<file path="src/rtl/encoder_4to2_sync.sv">
// encoder_4to2_sync
//   Registered 4-to-2 priority encoder for asynchronous active-low request lines.
//   Each line passes through a 2-flop synchroniser. The highest-priority active
//   line must hold the same code for DEBOUNCE consecutive samples. Its 2-bit code
//   is then presented on {A,B} and held with a valid/ack handshake.
//
//   Optional feature macro: ENC_MULTI_ERR_EN adds the multi_err output. It flags
//   that more than one request was active when the code was published.
//
// Ports
//   clk        in   rising-edge clock
//   resetn     in   asynchronous active-low reset
//   D3..D0     in   active-low async requests, D3 highest priority
//   en         in   synchronous encoder enable (active-high)
//   ack        in   consumer accepts the code (only honoured while holding)
//   A, B       out  registered code MSB/LSB
//   valid      out  {A,B} carries a debounced, unacknowledged code
//   busy       out  encoder is debouncing, holding or waiting for release
//   multi_err  out  (ENC_MULTI_ERR_EN only) multiple requests at publish time

module encoder_4to2_sync #(
  parameter int unsigned DEBOUNCE = 4,
  parameter int unsigned CNT_W    = 3
) (
  input  logic clk,
  input  logic resetn,
  input  logic D3,
  input  logic D2,
  input  logic D1,
  input  logic D0,
  input  logic en,
  input  logic ack,
  output logic A,
  output logic B,
  output logic valid,
`ifdef ENC_MULTI_ERR_EN
  output logic multi_err,
`endif
  output logic busy
);

  localparam int unsigned NREQ = 4;

  typedef enum logic [1:0] {
    ST_IDLE     = 2'd0,
    ST_DEBOUNCE = 2'd1,
    ST_HOLD     = 2'd2,
    ST_RELEASE  = 2'd3
  } state_t;

  logic [NREQ-1:0]  pins_c;
  logic [NREQ-1:0]  sync1_q, sync2_q;
  logic [NREQ-1:0]  act_c;
  logic [1:0]       pcode_c;
  logic [CNT_W-1:0] cnt_inc_c;

  state_t           state_q, state_d;
  logic [CNT_W-1:0] cnt_q, cnt_d;
  logic [1:0]       cand_q, cand_d;
  logic [1:0]       code_q, code_d;
  logic             valid_q, valid_d;
  logic             busy_q, busy_d;

  assign pins_c = {D3, D2, D1, D0};

  // Two-flop synchroniser; idle (all high) out of reset.
  always_ff @(posedge clk or negedge resetn) begin
    if (!resetn) begin
      sync1_q <= {NREQ{1'b1}};
      sync2_q <= {NREQ{1'b1}};
    end else begin
      sync1_q <= pins_c;
      sync2_q <= sync1_q;
    end
  end

  // Active requests, masked by the enable.
  assign act_c = ~sync2_q & {NREQ{en}};

  // Priority code of the highest active line.
  always_comb begin
    pcode_c = 2'b00;
    if (act_c[3])      pcode_c = 2'b11;
    else if (act_c[2]) pcode_c = 2'b10;
    else if (act_c[1]) pcode_c = 2'b01;
  end

  assign cnt_inc_c = cnt_q + CNT_W'(1);

  // Next-state and output logic.
  always_comb begin
    state_d = state_q;
    cnt_d   = cnt_q;
    cand_d  = cand_q;
    code_d  = code_q;
    valid_d = valid_q;

    if (!en) begin
      // Disable discards any unacked code; A/B keep their last value.
      state_d = ST_IDLE;
      cnt_d   = '0;
      valid_d = 1'b0;
    end else begin
      case (state_q)
        ST_IDLE: begin
          if (act_c != '0) begin
            cand_d = pcode_c;
            cnt_d  = CNT_W'(1);
            if (DEBOUNCE == 32'd1) begin
              code_d  = pcode_c;
              valid_d = 1'b1;
              state_d = ST_HOLD;
            end else begin
              state_d = ST_DEBOUNCE;
            end
          end
        end
        ST_DEBOUNCE: begin
          // Any change of winning line (including a higher one joining) restarts.
          if ((act_c == '0) || (pcode_c != cand_q)) begin
            cnt_d   = '0;
            state_d = ST_IDLE;
          end else begin
            cnt_d = cnt_inc_c;
            if (cnt_inc_c == CNT_W'(DEBOUNCE)) begin
              code_d  = cand_q;
              valid_d = 1'b1;
              state_d = ST_HOLD;
            end
          end
        end
        ST_HOLD: begin
          if (ack) begin
            valid_d = 1'b0;
            state_d = ST_RELEASE;
          end
        end
        ST_RELEASE: begin
          // A still-held line must be released before a new code can form.
          if (act_c == '0) begin
            cnt_d   = '0;
            state_d = ST_IDLE;
          end
        end
        default: begin
          cnt_d   = '0;
          valid_d = 1'b0;
          state_d = ST_IDLE;
        end
      endcase
    end

    busy_d = (state_d != ST_IDLE);
  end

  // State and output registers.
  always_ff @(posedge clk or negedge resetn) begin
    if (!resetn) begin
      state_q <= ST_IDLE;
      cnt_q   <= '0;
      cand_q  <= 2'b00;
      code_q  <= 2'b00;
      valid_q <= 1'b0;
      busy_q  <= 1'b0;
    end else begin
      state_q <= state_d;
      cnt_q   <= cnt_d;
      cand_q  <= cand_d;
      code_q  <= code_d;
      valid_q <= valid_d;
      busy_q  <= busy_d;
    end
  end

  assign A     = code_q[1];
  assign B     = code_q[0];
  assign valid = valid_q;
  assign busy  = busy_q;

`ifdef ENC_MULTI_ERR_EN
  logic multi_c;
  logic merr_q, merr_d;

  // More than one bit set: clearing the lowest set bit leaves a nonzero value.
  assign multi_c = ((act_c & (act_c - NREQ'(1))) != '0);

  // Captured on the edge valid rises, dropped whenever valid drops.
  always_comb begin
    merr_d = merr_q;
    if (!valid_d)      merr_d = 1'b0;
    else if (!valid_q) merr_d = multi_c;
  end

  always_ff @(posedge clk or negedge resetn) begin
    if (!resetn) merr_q <= 1'b0;
    else         merr_q <= merr_d;
  end

  assign multi_err = merr_q;
`endif

endmodule
</file>
<file path="config.mk">
export PLATFORM = sky130hd
export DESIGN_NAME = encoder_4to2_sync
export DESIGN_NICKNAME = d
export VERILOG_FILES = /design/src/rtl/encoder_4to2_sync.sv
export SDC_FILE = /design/constraint.sdc
export NUM_CORES = 1
export LEC_CHECK = 0
export CAP_MARGIN = 20
export CORE_MARGIN = 2
export CORE_UTILIZATION = 47
export DETAILED_ROUTE_END_ITERATION = 10
export DONT_BUFFER_PORTS = 1
export PLACE_DENSITY = 0.71
export SYNTH_ARGS = -nofsm -noshare
export SYNTH_HDL_FRONTEND = slang
export SYNTH_SLANG_ARGS = --single-unit
</file>
<file path="constraint.sdc">
create_clock -name clk -period 2.7 [get_ports clk]
set_input_delay 0.405 -clock clk [delete_from_list [all_inputs] [get_ports clk]]
set_output_delay 0.405 -clock clk [all_outputs]
set_load 0.1 [all_outputs]
</file>
==> metrics.txt, run 1 <==
# TYPE chip_impl_metric gauge
chip_impl_info{name="result_of_the_run",value="complete, no violations"} 1
chip_impl_metric{name="ir_worst_vdd",unit="mV"} 0.338
chip_impl_metric{name="number_of_antenna_cells_inserted",unit=""} 0
chip_impl_info{name="most_common_cell_after_layout_fill_and_taps_aside",value="dfrtp_1"} 1
chip_impl_info{name="timing.critical_path.max_delay_family",value="flip-flops"} 1
chip_impl_metric{name="report.final.slew_viol_count",unit=""} 0
chip_impl_info{name="ys.flop_type",value="dfrtp_1"} 1
chip_impl_metric{name="synthArstFlopShare",unit="%"} 100
chip_impl_metric{name="fillerInstances",unit=""} 146
chip_impl_metric{name="reg2reg_slack",unit="ns"} 0.78
chip_impl_metric{name="antenna_found_initial",unit=""} 0
chip_impl_metric{name="clkSlewWorstSetupHoldPaths",unit="ns"} 0.11
chip_impl_info{name="cp-end-kind",value="register"} 1
chip_impl_metric{name="ys_types",unit=""} 31
chip_impl_metric{name="final_min_period_over_clock_period",unit="%"} 71.3
chip_impl_metric{name="total_via_count_in_the_routed_design",unit=""} 539
chip_impl_metric{name="routed_wire_length_per_instance",unit="um"} 15.3
chip_impl_metric{name="fp.dieW",unit="um"} 45.7
chip_impl_metric{name="clk_latency",unit="ns"} 0.30
chip_impl_metric{name="drcViolationCount",unit=""} 0
chip_impl_metric{name="finalSetupViolCount",unit=""} 0
chip_impl_metric{name="post_route_cells_drive_above_1_share",unit="%"} 21.9
chip_impl_info{name="r2r_end",value="code_q[1]"} 1
chip_impl_metric{name="cp.arrival",unit="ns"} 2.12
chip_impl_metric{name="maxCapViolCount",unit=""} 0
chip_impl_metric{name="cts_hold_repair.buffers",unit=""} 1
chip_impl_info{name="regToRegStartpoint",value="sync2_q[1]"} 1
chip_impl_metric{name="cts_setup_buffers",unit=""} 0
chip_impl_metric{name="cp_num_buf_inv",unit=""} 0
chip_impl_metric{name="timing.clock.skew",unit="ns"} 0.00957
chip_impl_metric{name="seq_area_frac_synth",unit="%"} 59.3
chip_impl_metric{name="utilization",unit="%"} 51.9
chip_impl_metric{name="first_global_vias",unit=""} 506
chip_impl_info{name="critical_path.startpoint_type",value="register"} 1
chip_impl_metric{name="synth_nets",unit=""} 78
chip_impl_metric{name="timing.hold.ws",unit="ns"} 0.0925
chip_impl_metric{name="grt_start_max_net_pins",unit=""} 20
chip_impl_metric{name="cts-buffers-inserted",unit=""} 3
chip_impl_metric{name="critical-path-max-stage-delay",unit="ns"} 0.56
chip_impl_info{name="hold_start",value="D2"} 1
chip_impl_metric{name="fin_total_pwr",unit="mW"} 0.547
chip_impl_metric{name="die_height",unit="um"} 45.7
chip_impl_metric{name="fin_setup_tns",unit="ns"} 0
chip_impl_metric{name="grt_overflow_total",unit=""} 0
chip_impl_metric{name="timing.critical_path.depth",unit=""} 5
chip_impl_metric{name="cts.sinks",unit=""} 19
chip_impl_metric{name="initial_utilization",unit="%"} 48.4
chip_impl_metric{name="area.growth.synth_to_final",unit="%"} 7.03
chip_impl_metric{name="hold_depth",unit=""} 0
chip_impl_metric{name="cp_max_fo",unit=""} 4
chip_impl_info{name="hold_path_class",value="input port to register"} 1
chip_impl_metric{name="power_leakage",unit="nW"} 0.396
chip_impl_metric{name="place_congestion",unit=""} 0.758
chip_impl_metric{name="timing.slew.headroom",unit="%"} 39.8
chip_impl_metric{name="synth_edf_count",unit=""} 0
chip_impl_metric{name="fp.dieArea",unit="um2"} 2090
chip_impl_metric{name="post_cts.resized_instances",unit=""} 0
chip_impl_metric{name="drt_first_iter_violations",unit=""} 12
chip_impl_metric{name="antenna_left",unit=""} 0
chip_impl_metric{name="dp_hpwl",unit="mm"} 1.02
chip_impl_metric{name="timing_hold_violations_final",unit=""} 0
chip_impl_info{name="worstPathCellList",value="or3b_1 -> a211o_1 -> a21boi_2 -> nand2_2 -> mux2_1"} 1
chip_impl_metric{name="ctsLongestPathBuffers",unit=""} 2
chip_impl_info{name="worst-setup-path-type",value="register to register"} 1
chip_impl_metric{name="grt_first_pass_wirelength",unit="mm"} 2.17
chip_impl_info{name="layout_common_cells",value="dfrtp_1 (11), dfstp_2 (8), nand2_1 (7), nor2_1 (4)"} 1
chip_impl_metric{name="global_routing_usage_summed_across_all_routing_layers",unit="%"} 15.3
chip_impl_metric{name="period_minus_slack",unit="ns"} 1.92
chip_impl_metric{name="routed_via_count_divided_by_cell_count",unit=""} 5.99
chip_impl_metric{name="postSynthAreaPerCell",unit="um2"} 12.0
chip_impl_metric{name="core_region_area",unit="um2"} 1690
chip_impl_metric{name="power.density_cell_area",unit="nW/um2"} 625
chip_impl_metric{name="floorplan.io_pins",unit=""} 12
chip_impl_metric{name="yosysWarningCount",unit=""} 0
chip_impl_info{name="worstHoldEndpoint",value="sync1_q[2]"} 1
chip_impl_metric{name="synth-seq-cells",unit=""} 19
chip_impl_info{name="cts.root.buffer_cell",value="clkbuf_4"} 1
chip_impl_metric{name="clock.fmax",unit="GHz"} 0.520
chip_impl_metric{name="worstPathRequired",unit="ns"} 2.90
chip_impl_metric{name="synthesized_netlist_cell_count",unit=""} 68
chip_impl_info{name="critPathSlowestCell",value="dfstp_2"} 1
chip_impl_metric{name="io_buffer_count",unit=""} 0
chip_impl_metric{name="worstMarginPinSlew",unit="ns"} 0.902
chip_impl_metric{name="worstRegToRegCells",unit=""} 5
chip_impl_metric{name="synth_area",unit="um2"} 818
chip_impl_metric{name="drtPass1Iterations",unit=""} 4
chip_impl_metric{name="ctsHtreeMaxLevel",unit=""} 1
chip_impl_metric{name="routed_wl",unit="mm"} 1.37
chip_impl_info{name="rsz0062_at_grt",value="false"} 1
chip_impl_metric{name="num_rows",unit=""} 15
chip_impl_info{name="tritoncts",value="built"} 1
chip_impl_metric{name="nets",unit=""} 84
[area by class of cell]
type                            instances  area [um2]  share of cell area (%)
Sequential cell                        19         485                    55.4
Multi-Input combinational cell         47         325                    37.1
Tap cell                               17        21.3                    2.43
Clock buffer                            4        26.3                    3.00
Inverter                                2        7.51                   0.857
Timing Repair Buffer                    1        10.0                    1.14
[Yosys cell counts, types with 2 or more instances]
master / instances / share of area (%)
dfstp_2: 8 / 26
mux2_1: 2 / 2.8
mux2_2: 2 / 2.8
or2b_1: 2 / 1.8
a31oi_1: 2 / 1.5
nor2_1: 4 / 1.8
and3b_1: 2 / 2.1
dfrtp_1: 11 / 34
nor2b_1: 2 / 1.5
o21ai_1: 2 / 1.2
ha_1: 2 / 3.1
a21oi_1: 3 / 1.8
inv_1: 2 / 0.92
nand2_1: 7 / 3.2
[state kept, by name (all words and copies together) (netlist names)]
name and count:
cand_q 2, cnt_q 3, busy 1, sync1_q 4, sync2_q 4, code_q 2, state_q 2, valid 1
[metal layers]
| layer | part of all wire, % | vias up | track usage (%) |
|---|---|---|---|
| met2 | 49 | 18 | 24.2 |
| met1 | 43 | 267 | 19.2 |
| li1 | - | 249 | - |
| met3 | 4.8 | 5 | 2.38 |
| met5 | 0 | - | 0 |
| met4 | 2.5 | 0 | 10.3 |
[per-stage QoR]
| stage | cell area, um2 | cells | worst slack, ns |
|---|---|---|---|
| floorplan | 818 | 68 | 0.869 |
| global placement | 840 | 85 | 0.821 |
| detailed placement | 840 | 85 | 0.766 |
| CTS | 876 | 90 | 0.758 |
| global route | 876 | 90 | 0.692 |
| finish | 876 | 90 | 0.776 |
[logic make-up after synthesis]
logic type	after synthesis	synth area share (%)
fa+ha+maj	2	3.06
compound gates	18	15.4
buf+inv	2	0.918
simple gates	23	15.8
flops	19	59.3
mux	4	5.50
[power breakdown]
part	switching, mW	internal, mW	total (mW)	leakage, nW
clock network	0.0866	0.0577	0.144	0.0150
registers	0.0364	0.308	0.344	0.227
logic	0.0313	0.0272	0.0584	0.154
total	0.154	0.393	0.547	0.396
[worst reg2reg max path, cell delays in order, from the launching register on]
cell and delay [ns]:
dfstp_2 0.56, or3b_1 0.34, a211o_1 0.30, a21boi_2 0.19, nand2_2 0.11, mux2_1 0.33
[worst max path at each step]
stage / from / to / slack, ns
6_report: sync2_q[1] / code_q[1] / 0.78
5_1_grt: sync2_q[1] / code_q[1] / 0.69
3_3_place_gp: sync2_q[1] / code_q[1] / 0.82
2_1_floorplan: sync2_q[1] / code_q[0] / 0.87
4_1_cts: sync2_q[1] / code_q[0] / 0.76
3_5_place_dp: sync2_q[1] / code_q[0] / 0.77
Power figures use the tool's default switching activity.
==> run 2: changes to the inputs <==
==> constraint.sdc (replaced) <==
create_clock -name clk -period 1.9 [get_ports clk]
set_input_delay 0.285 -clock clk [delete_from_list [all_inputs] [get_ports clk]]
set_output_delay 0.285 -clock clk [all_outputs]
set_load 0.1 [all_outputs]
==> metrics.txt, run 2 (synthesis results as in run 1) <==
# TYPE chip_impl_metric gauge
chip_impl_info{name="result_of_the_run",value="finished with violations"} 1
chip_impl_info{name="violations",value="negative setup slack"} 1
chip_impl_metric{name="maxCapViolCount",unit=""} 0
chip_impl_metric{name="power_leakage",unit="nW"} 0.446
chip_impl_info{name="worstPathCellList",value="or3b_1 -> a211o_1 -> a21boi_2 -> nand2_2 -> mux2_1"} 1
chip_impl_metric{name="finalSetupViolCount",unit=""} 1
chip_impl_metric{name="comb_pwr_share",unit="%"} 15.4
chip_impl_info{name="timing.critical_path.max_delay_family",value="flip-flops"} 1
chip_impl_metric{name="post_cts.resized_instances",unit=""} 0
chip_impl_metric{name="netSwitchingFraction",unit="%"} 28.4
chip_impl_metric{name="post-route-worst-setup-slack",unit="ns"} -0.00734
chip_impl_metric{name="worstMarginPinSlew",unit="ns"} 0.807
chip_impl_metric{name="initial_utilization",unit="%"} 48.4
chip_impl_info{name="tritoncts",value="built"} 1
chip_impl_metric{name="clockPowerShare",unit="%"} 25.9
chip_impl_metric{name="utilization",unit="%"} 57.0
chip_impl_info{name="hold_path_class",value="input port to register"} 1
chip_impl_metric{name="place_congestion",unit=""} 0.718
chip_impl_metric{name="fin_setup_tns",unit="ns"} -0.00734
chip_impl_metric{name="clkSlewWorstSetupHoldPaths",unit="ns"} 0.11
chip_impl_metric{name="antenna_left",unit=""} 0
chip_impl_metric{name="total_via_count_in_the_routed_design",unit=""} 544
chip_impl_metric{name="clock.fmax",unit="GHz"} 0.524
chip_impl_metric{name="clk_latency",unit="ns"} 0.30
chip_impl_info{name="critical_path.startpoint_type",value="register"} 1
chip_impl_info{name="cts.root.buffer_cell",value="clkbuf_4"} 1
chip_impl_info{name="largestRegisters",value="sync1_q x4, sync2_q x4, cnt_q x3"} 1
chip_impl_metric{name="final_min_period_over_clock_period",unit="%"} 100
chip_impl_metric{name="die_height",unit="um"} 45.7
chip_impl_metric{name="cp_num_buf_inv",unit=""} 0
chip_impl_metric{name="global_routing_usage_summed_across_all_routing_layers",unit="%"} 14.4
chip_impl_metric{name="cp.arrival",unit="ns"} 2.10
chip_impl_metric{name="number_of_antenna_cells_inserted",unit=""} 0
chip_impl_metric{name="timing.slew.headroom",unit="%"} 46.0
chip_impl_info{name="most_common_cell_after_layout_fill_and_taps_aside",value="dfrtp_1"} 1
chip_impl_info{name="worst-setup-path-type",value="register to register"} 1
chip_impl_metric{name="floorplan.io_pins",unit=""} 12
chip_impl_metric{name="drtPass1Iterations",unit=""} 4
chip_impl_metric{name="period_minus_slack",unit="ns"} 1.91
chip_impl_metric{name="drt_first_iter_violations",unit=""} 6
chip_impl_info{name="layout_common_cells",value="dfrtp_1 (11), dfstp_2 (8), nand2_1 (7), buf_4 (6), dlygate4sd3_1 (5)"} 1
chip_impl_metric{name="report.final.slew_viol_count",unit=""} 0
chip_impl_metric{name="num_rows",unit=""} 15
chip_impl_metric{name="cts.sinks",unit=""} 19
chip_impl_metric{name="grt_first_pass_wirelength",unit="mm"} 2.08
chip_impl_metric{name="post_route_cells_drive_above_1_share",unit="%"} 27.7
chip_impl_metric{name="cp_max_fo",unit=""} 4
chip_impl_metric{name="grt_overflow_total",unit=""} 0
chip_impl_metric{name="p_seq_share",unit="%"} 58.7
chip_impl_metric{name="timing_hold_violations_final",unit=""} 0
chip_impl_metric{name="dp_hpwl",unit="mm"} 1.01
chip_impl_metric{name="timing.clock.skew",unit="ns"} 0.00591
chip_impl_metric{name="fp.dieArea",unit="um2"} 2090
chip_impl_metric{name="routed_via_count_divided_by_cell_count",unit=""} 5.44
chip_impl_metric{name="core_region_area",unit="um2"} 1690
chip_impl_metric{name="io_buffer_count",unit=""} 0
chip_impl_metric{name="grt_start_max_net_pins",unit=""} 20
chip_impl_metric{name="ctsHtreeMaxLevel",unit=""} 1
chip_impl_metric{name="total_switching_power",unit="mW"} 0.224
chip_impl_metric{name="ctsLongestPathBuffers",unit=""} 2
chip_impl_info{name="critPathSlowestCell",value="dfstp_2"} 1
chip_impl_metric{name="routed_wl",unit="mm"} 1.39
chip_impl_metric{name="area.growth.synth_to_final",unit="%"} 17.6
chip_impl_metric{name="antenna_found_initial",unit=""} 0
chip_impl_metric{name="critical-path-max-stage-delay",unit="ns"} 0.55
chip_impl_metric{name="nets",unit=""} 94
chip_impl_info{name="rsz0062_at_grt",value="true"} 1
chip_impl_metric{name="dp_worst_setup_slack",unit="ns"} -0.0126
chip_impl_info{name="cp-end-kind",value="register"} 1
chip_impl_metric{name="cts-buffers-inserted",unit=""} 3
chip_impl_metric{name="fin_total_pwr",unit="mW"} 0.792
chip_impl_metric{name="fp.dieW",unit="um"} 45.7
chip_impl_metric{name="worstPathRequired",unit="ns"} 2.09
chip_impl_metric{name="routed_wire_length_per_instance",unit="um"} 13.9
chip_impl_metric{name="first_global_vias",unit=""} 478
chip_impl_metric{name="timing.hold.ws",unit="ns"} 0.113
chip_impl_metric{name="power.density_cell_area",unit="nW/um2"} 823
chip_impl_metric{name="ir_worst_vdd",unit="mV"} 0.570
chip_impl_metric{name="drcViolationCount",unit=""} 0
chip_impl_metric{name="internal_power",unit="mW"} 0.567
run 2: changes by cell type in the layout (fill, tap and decap cells not counted):
cell           delta
clkbuf_1          -1
clkinv_2          +1
buf_4             +6
dlygate4sd3_1     +4
run 2: path summary, 6_finish.rpt:
kind	from	end	slack, ns	cells past startpoint
worst min register to register	sync1_q[2]	sync2_q[2]	0.36	0
worst min-delay path	en	valid	0.11	2
max in group asynchronous	resetn	busy	0.89	1
min in group asynchronous	resetn	cnt_q[0]	0.50	1
worst max-delay path	sync2_q[1]	code_q[0]	-0.007	5
worst max register to register	sync2_q[1]	code_q[0]	-0.007	5
run 2: power by group through the flow:
stage | Sequential [mW] | Clock [mW] | Combinational, mW
after global routing | 0.471 | 0.236 | 0.133
after detailed placement | 0.472 | 0 | 0.105
after global placement | 0.470 | 0 | 0.104
after CTS | 0.465 | 0.210 | 0.123
final | 0.464 | 0.205 | 0.122
after floorplan | 0.487 | 0 | 0.0628
run 2: through the flow:
step	area [um2]	instances
floorplan	818	68
global placement	877	90
detailed placement	877	90
CTS	962	100
global route	962	100
finish	962	100
run 2: worst reg2reg max path, stage by stage, from the launching register on:
cell	delay, ns
dfstp_2	0.55
or3b_1	0.34
a211o_1	0.29
a21boi_2	0.17
nand2_2	0.11
mux2_1	0.33
run 2: area by class of cell:
cell class	count	area, um2
clock buffer	3	22.5
clock inverter	1	5.00
fill	144	727
inverter	2	7.51
multi-input combinational	47	325
sequential	19	485
tap	17	21.3
timing repair buffer	11	95.1
run 2: layer usage:
layer,global-route usage [%],up-vias,share of wire (%)
li1,-,271,-
met1,19.9,256,46
met2,22.0,15,49
met3,3.57,2,4.3
met4,5.14,0,0.72
met5,0,-,0
run 2: what timing repair did:
item / in CTS / in global routing
hold endpoints to repair: 23 / 0
pin swaps: 1 / 0
endpoints found under the setup margin: 2 / 2
hold buffers: 5 / 0
buffers inserted: 1 / 0
==> run 3: changes to the inputs <==
--- a/config.mk
+++ b/config.mk
@@ -5,12 +5,12 @@
 export SDC_FILE = /design/constraint.sdc
 export NUM_CORES = 1
 export LEC_CHECK = 0
+export ABC_AREA = 1
 export CAP_MARGIN = 20
 export CORE_MARGIN = 2
 export CORE_UTILIZATION = 47
 export DETAILED_ROUTE_END_ITERATION = 10
-export DONT_BUFFER_PORTS = 1
-export PLACE_DENSITY = 0.71
+export PLACE_DENSITY = 0.79
 export SYNTH_ARGS = -nofsm -noshare
 export SYNTH_HDL_FRONTEND = slang
 export SYNTH_SLANG_ARGS = --single-unit
==> constraint.sdc (replaced) <==
create_clock -name clk -period 1.8 [get_ports clk]
set_input_delay 0.27 -clock clk [delete_from_list [all_inputs] [get_ports clk]]
set_output_delay 0.27 -clock clk [all_outputs]
set_load 0.1 [all_outputs]
==> metrics.txt, run 3 <==
# TYPE chip_impl_metric gauge
chip_impl_metric{name="postSynthAreaPerCell",unit="um2"} 9.70
chip_impl_metric{name="comb_pwr_share",unit="%"} 20.3
chip_impl_metric{name="final_min_period_over_clock_period",unit="%"} 81.0
chip_impl_metric{name="initial_utilization",unit="%"} 48.4
chip_impl_metric{name="fp.dieArea",unit="um2"} 2350
chip_impl_metric{name="fin_setup_tns",unit="ns"} 0
chip_impl_metric{name="period_minus_slack",unit="ns"} 1.46
chip_impl_metric{name="power_leakage",unit="nW"} 0.556
chip_impl_metric{name="first_global_vias",unit=""} 681
chip_impl_metric{name="seq_area_frac_synth",unit="%"} 52.2
chip_impl_info{name="path_common_cell",value="nand2_1"} 1
chip_impl_metric{name="power.density_cell_area",unit="nW/um2"} 798
chip_impl_metric{name="cts.sinks",unit=""} 19
chip_impl_metric{name="report.final.slew_viol_count",unit=""} 0
chip_impl_metric{name="routed_via_count_divided_by_cell_count",unit=""} 4.96
chip_impl_metric{name="place_congestion",unit=""} 0.821
chip_impl_metric{name="netSwitchingFraction",unit="%"} 30.1
chip_impl_metric{name="total_switching_power",unit="mW"} 0.264
chip_impl_metric{name="internal_power",unit="mW"} 0.612
chip_impl_metric{name="yosysWarningCount",unit=""} 0
chip_impl_metric{name="ctsLongestPathBuffers",unit=""} 2
chip_impl_info{name="dominant_cell_type_by_area_after_synthesis",value="dfrtp_1"} 1
chip_impl_info{name="hold_path_class",value="input port to asynchronous set/reset pin"} 1
chip_impl_metric{name="synth_edf_count",unit=""} 0
chip_impl_metric{name="utilization",unit="%"} 57.2
chip_impl_metric{name="antenna_left",unit=""} 0
chip_impl_info{name="worstPathCellList",value="ha_1 -> nand2_1 -> nand3_1 -> nor2_4 -> nand3_4 -> nand2_1 -> nand2_1 -> nand3_2"} 1
chip_impl_metric{name="ir_worst_vdd",unit="mV"} 0.624
chip_impl_info{name="synth_common_cells",value="nand2_1 (22), dfrtp_1 (11), nand3_1 (10)"} 1
chip_impl_metric{name="die_height",unit="um"} 48.5
chip_impl_info{name="tritoncts",value="built"} 1
chip_impl_info{name="critical_path.startpoint_type",value="register"} 1
chip_impl_metric{name="worstRegToRegCells",unit=""} 8
chip_impl_metric{name="postPlaceCellArea",unit="um2"} 1070
chip_impl_metric{name="clkSlewWorstSetupHoldPaths",unit="ns"} 0.11
chip_impl_metric{name="cts-buffers-inserted",unit=""} 3
chip_impl_info{name="cts.root.buffer_cell",value="clkbuf_4"} 1
chip_impl_metric{name="synth_top_area_share",unit="%"} 29.6
chip_impl_metric{name="postLayoutCellArea",unit="um2"} 1100
chip_impl_metric{name="cp_max_fo",unit=""} 5
chip_impl_metric{name="post_cts.resized_instances",unit=""} 0
chip_impl_metric{name="synthArstFlopShare",unit="%"} 100
chip_impl_metric{name="dp_hpwl",unit="mm"} 1.19
chip_impl_metric{name="post_route_cells_drive_above_1_share",unit="%"} 33.0
chip_impl_metric{name="floorplan.io_pins",unit=""} 12
chip_impl_metric{name="global_routing_usage_summed_across_all_routing_layers",unit="%"} 15.3
chip_impl_metric{name="number_of_antenna_cells_inserted",unit=""} 0
chip_impl_info{name="ys.flop_type",value="dfrtp_1"} 1
chip_impl_metric{name="sequential_cell_area",unit="um2"} 485
chip_impl_metric{name="ctsHtreeMaxLevel",unit=""} 1
chip_impl_info{name="synth_top_cells_by_area",value="dfrtp_1 (30%), dfstp_2 (23%), nand2_1 (8.9%)"} 1
chip_impl_metric{name="timing.slew.headroom",unit="%"} 79.9
chip_impl_metric{name="synth-seq-cells",unit=""} 19
chip_impl_metric{name="nets",unit=""} 123
chip_impl_metric{name="total_via_count_in_the_routed_design",unit=""} 690
chip_impl_metric{name="drt_first_iter_violations",unit=""} 15
chip_impl_metric{name="timing.clock.skew",unit="ns"} 0.00388
chip_impl_metric{name="io_buffer_count",unit=""} 11
chip_impl_metric{name="cts_hold_repair.buffers",unit=""} 0
chip_impl_metric{name="fp.dieW",unit="um"} 48.5
chip_impl_metric{name="drtPass1Iterations",unit=""} 4
chip_impl_info{name="synth.most_common_cell",value="nand2_1"} 1
chip_impl_metric{name="finalSetupViolCount",unit=""} 0
chip_impl_info{name="largestRegisters",value="sync1_q x4, sync2_q x4, cnt_q x3"} 1
chip_impl_metric{name="multi_input_comb_area",unit="um2"} 384
chip_impl_metric{name="clockPowerShare",unit="%"} 24.4
chip_impl_metric{name="synth_nets",unit=""} 106
chip_impl_metric{name="cts_setup_buffers",unit=""} 0
chip_impl_info{name="cp-end-kind",value="register"} 1
chip_impl_metric{name="cp.arrival",unit="ns"} 1.70
chip_impl_info{name="worst-setup-path-type",value="register to register"} 1
chip_impl_metric{name="routed_wl",unit="mm"} 1.51
chip_impl_metric{name="antenna_found_initial",unit=""} 0
chip_impl_info{name="rsz0062_at_grt",value="false"} 1
chip_impl_metric{name="drcViolationCount",unit=""} 0
chip_impl_metric{name="grt_first_pass_wirelength",unit="mm"} 2.82
chip_impl_metric{name="p_seq_share",unit="%"} 55.3
chip_impl_metric{name="grt_overflow_total",unit=""} 0
chip_impl_info{name="critPathSlowestCell",value="dfrtp_1"} 1
chip_impl_metric{name="area.growth.synth_to_final",unit="%"} 18.0
chip_impl_metric{name="worstMarginPinSlew",unit="ns"} 0.301
chip_impl_metric{name="grt_start_max_net_pins",unit=""} 20
chip_impl_metric{name="worstPathRequired",unit="ns"} 2.04
chip_impl_metric{name="core_region_area",unit="um2"} 1920
chip_impl_info{name="most_common_cell_after_layout_fill_and_taps_aside",value="nand2_1"} 1
chip_impl_info{name="result_of_the_run",value="complete, no violations"} 1
chip_impl_metric{name="clk_latency",unit="ns"} 0.29
chip_impl_metric{name="synth_area",unit="um2"} 931
chip_impl_metric{name="timing_hold_violations_final",unit=""} 0
chip_impl_metric{name="synthesized_netlist_cell_count",unit=""} 96
chip_impl_metric{name="clock.fmax",unit="GHz"} 0.686
chip_impl_metric{name="critical-path-max-stage-delay",unit="ns"} 0.44
chip_impl_metric{name="fillerInstances",unit=""} 181
chip_impl_metric{name="ys_types",unit=""} 23
chip_impl_metric{name="maxCapViolCount",unit=""} 0
chip_impl_metric{name="routed_wire_length_per_instance",unit="um"} 10.8
chip_impl_info{name="layout_common_cells",value="nand2_1 (22), dfrtp_1 (11), nand3_1 (10), inv_1 (9), dfstp_2 (8)"} 1
chip_impl_metric{name="num_rows",unit=""} 16
run 3: cell count changes after synthesis, sizes merged, moves of 2 or more:
cell and change:
inv +10, nand2 +23, a21boi -2, nor2b -2, or2b -3, nand3 +11, a31oi -2, and3b -2
nand4 +2, mux2 -3, nand3b +2, o21ai +2
run 3: metal layers:
metal  vias up  wire [um]  global-route usage, %  share of wire (%)
met3         2         67                   4.63                4.4
met1       327        642                   16.8                 43
met2        20        777                   28.2                 52
met4         0         19                   4.29                1.3
met5         -          0                      0                  0
li1        341          -                      -                  -
run 3: power groups by stage:
| stage | clock network, mW | registers, mW | logic (mW) |
|---|---|---|---|
| floorplan | 0 | 0.510 | 0.108 |
| global placement | 0 | 0.489 | 0.175 |
| detailed placement | 0 | 0.492 | 0.180 |
| CTS | 0.223 | 0.484 | 0.180 |
| global route | 0.244 | 0.488 | 0.199 |
| finish | 0.214 | 0.485 | 0.178 |
run 3: area by class of cell:
cell class | count | share of cell area (%)
inverters | 13 | 4.56
flip-flops and latches | 19 | 44.2
well taps | 27 | 3.08
repair buffers | 13 | 10.5
clock inverters | 1 | 0.683
clock buffers | 3 | 2.05
multi-input cells | 63 | 35.0
run 3: cells by family after synthesis:
logic type / share of synthesized area (%)
compound gates: 4.97
fa+ha+maj: 2.69
buf+inv: 6.59
flops: 52.1
mux: 1.61
simple gates: 32.0
run 3: worst paths after layout:
path / startpoint / to / slack, ns
worst max-delay path: cnt_q[0] / busy / 0.34
max in group asynchronous: resetn / sync2_q[1] / 1.25
worst max register to register: cnt_q[0] / busy / 0.34
min in group clk: sync1_q[0] / sync2_q[0] / 0.36
worst min-delay path: resetn / cnt_q[1] / 0.29
worst min register to register: sync1_q[0] / sync2_q[0] / 0.36
run 3: through the flow:
stage / cells / total power [mW] / hold slack (ns) / setup WS (ns)
finish: 139 / 0.876 / 0.290 / 0.343
global route: 139 / 0.931 / 0.315 / 0.237
CTS: 139 / 0.888 / 0.298 / 0.367
detailed placement: 135 / 0.671 / 0.349 / 0.0613
global placement: 135 / 0.664 / 0.345 / 0.117
floorplan: 96 / 0.618 / -0.0256 / 0.499
run 3: critical path, delay by kind of cell, from the launching register on:
family                   cells  cell delay [ns]
flip-flops                   1             0.44
adder cells (fa/ha/maj)      1             0.23
AND/OR/NAND/NOR              7             0.73
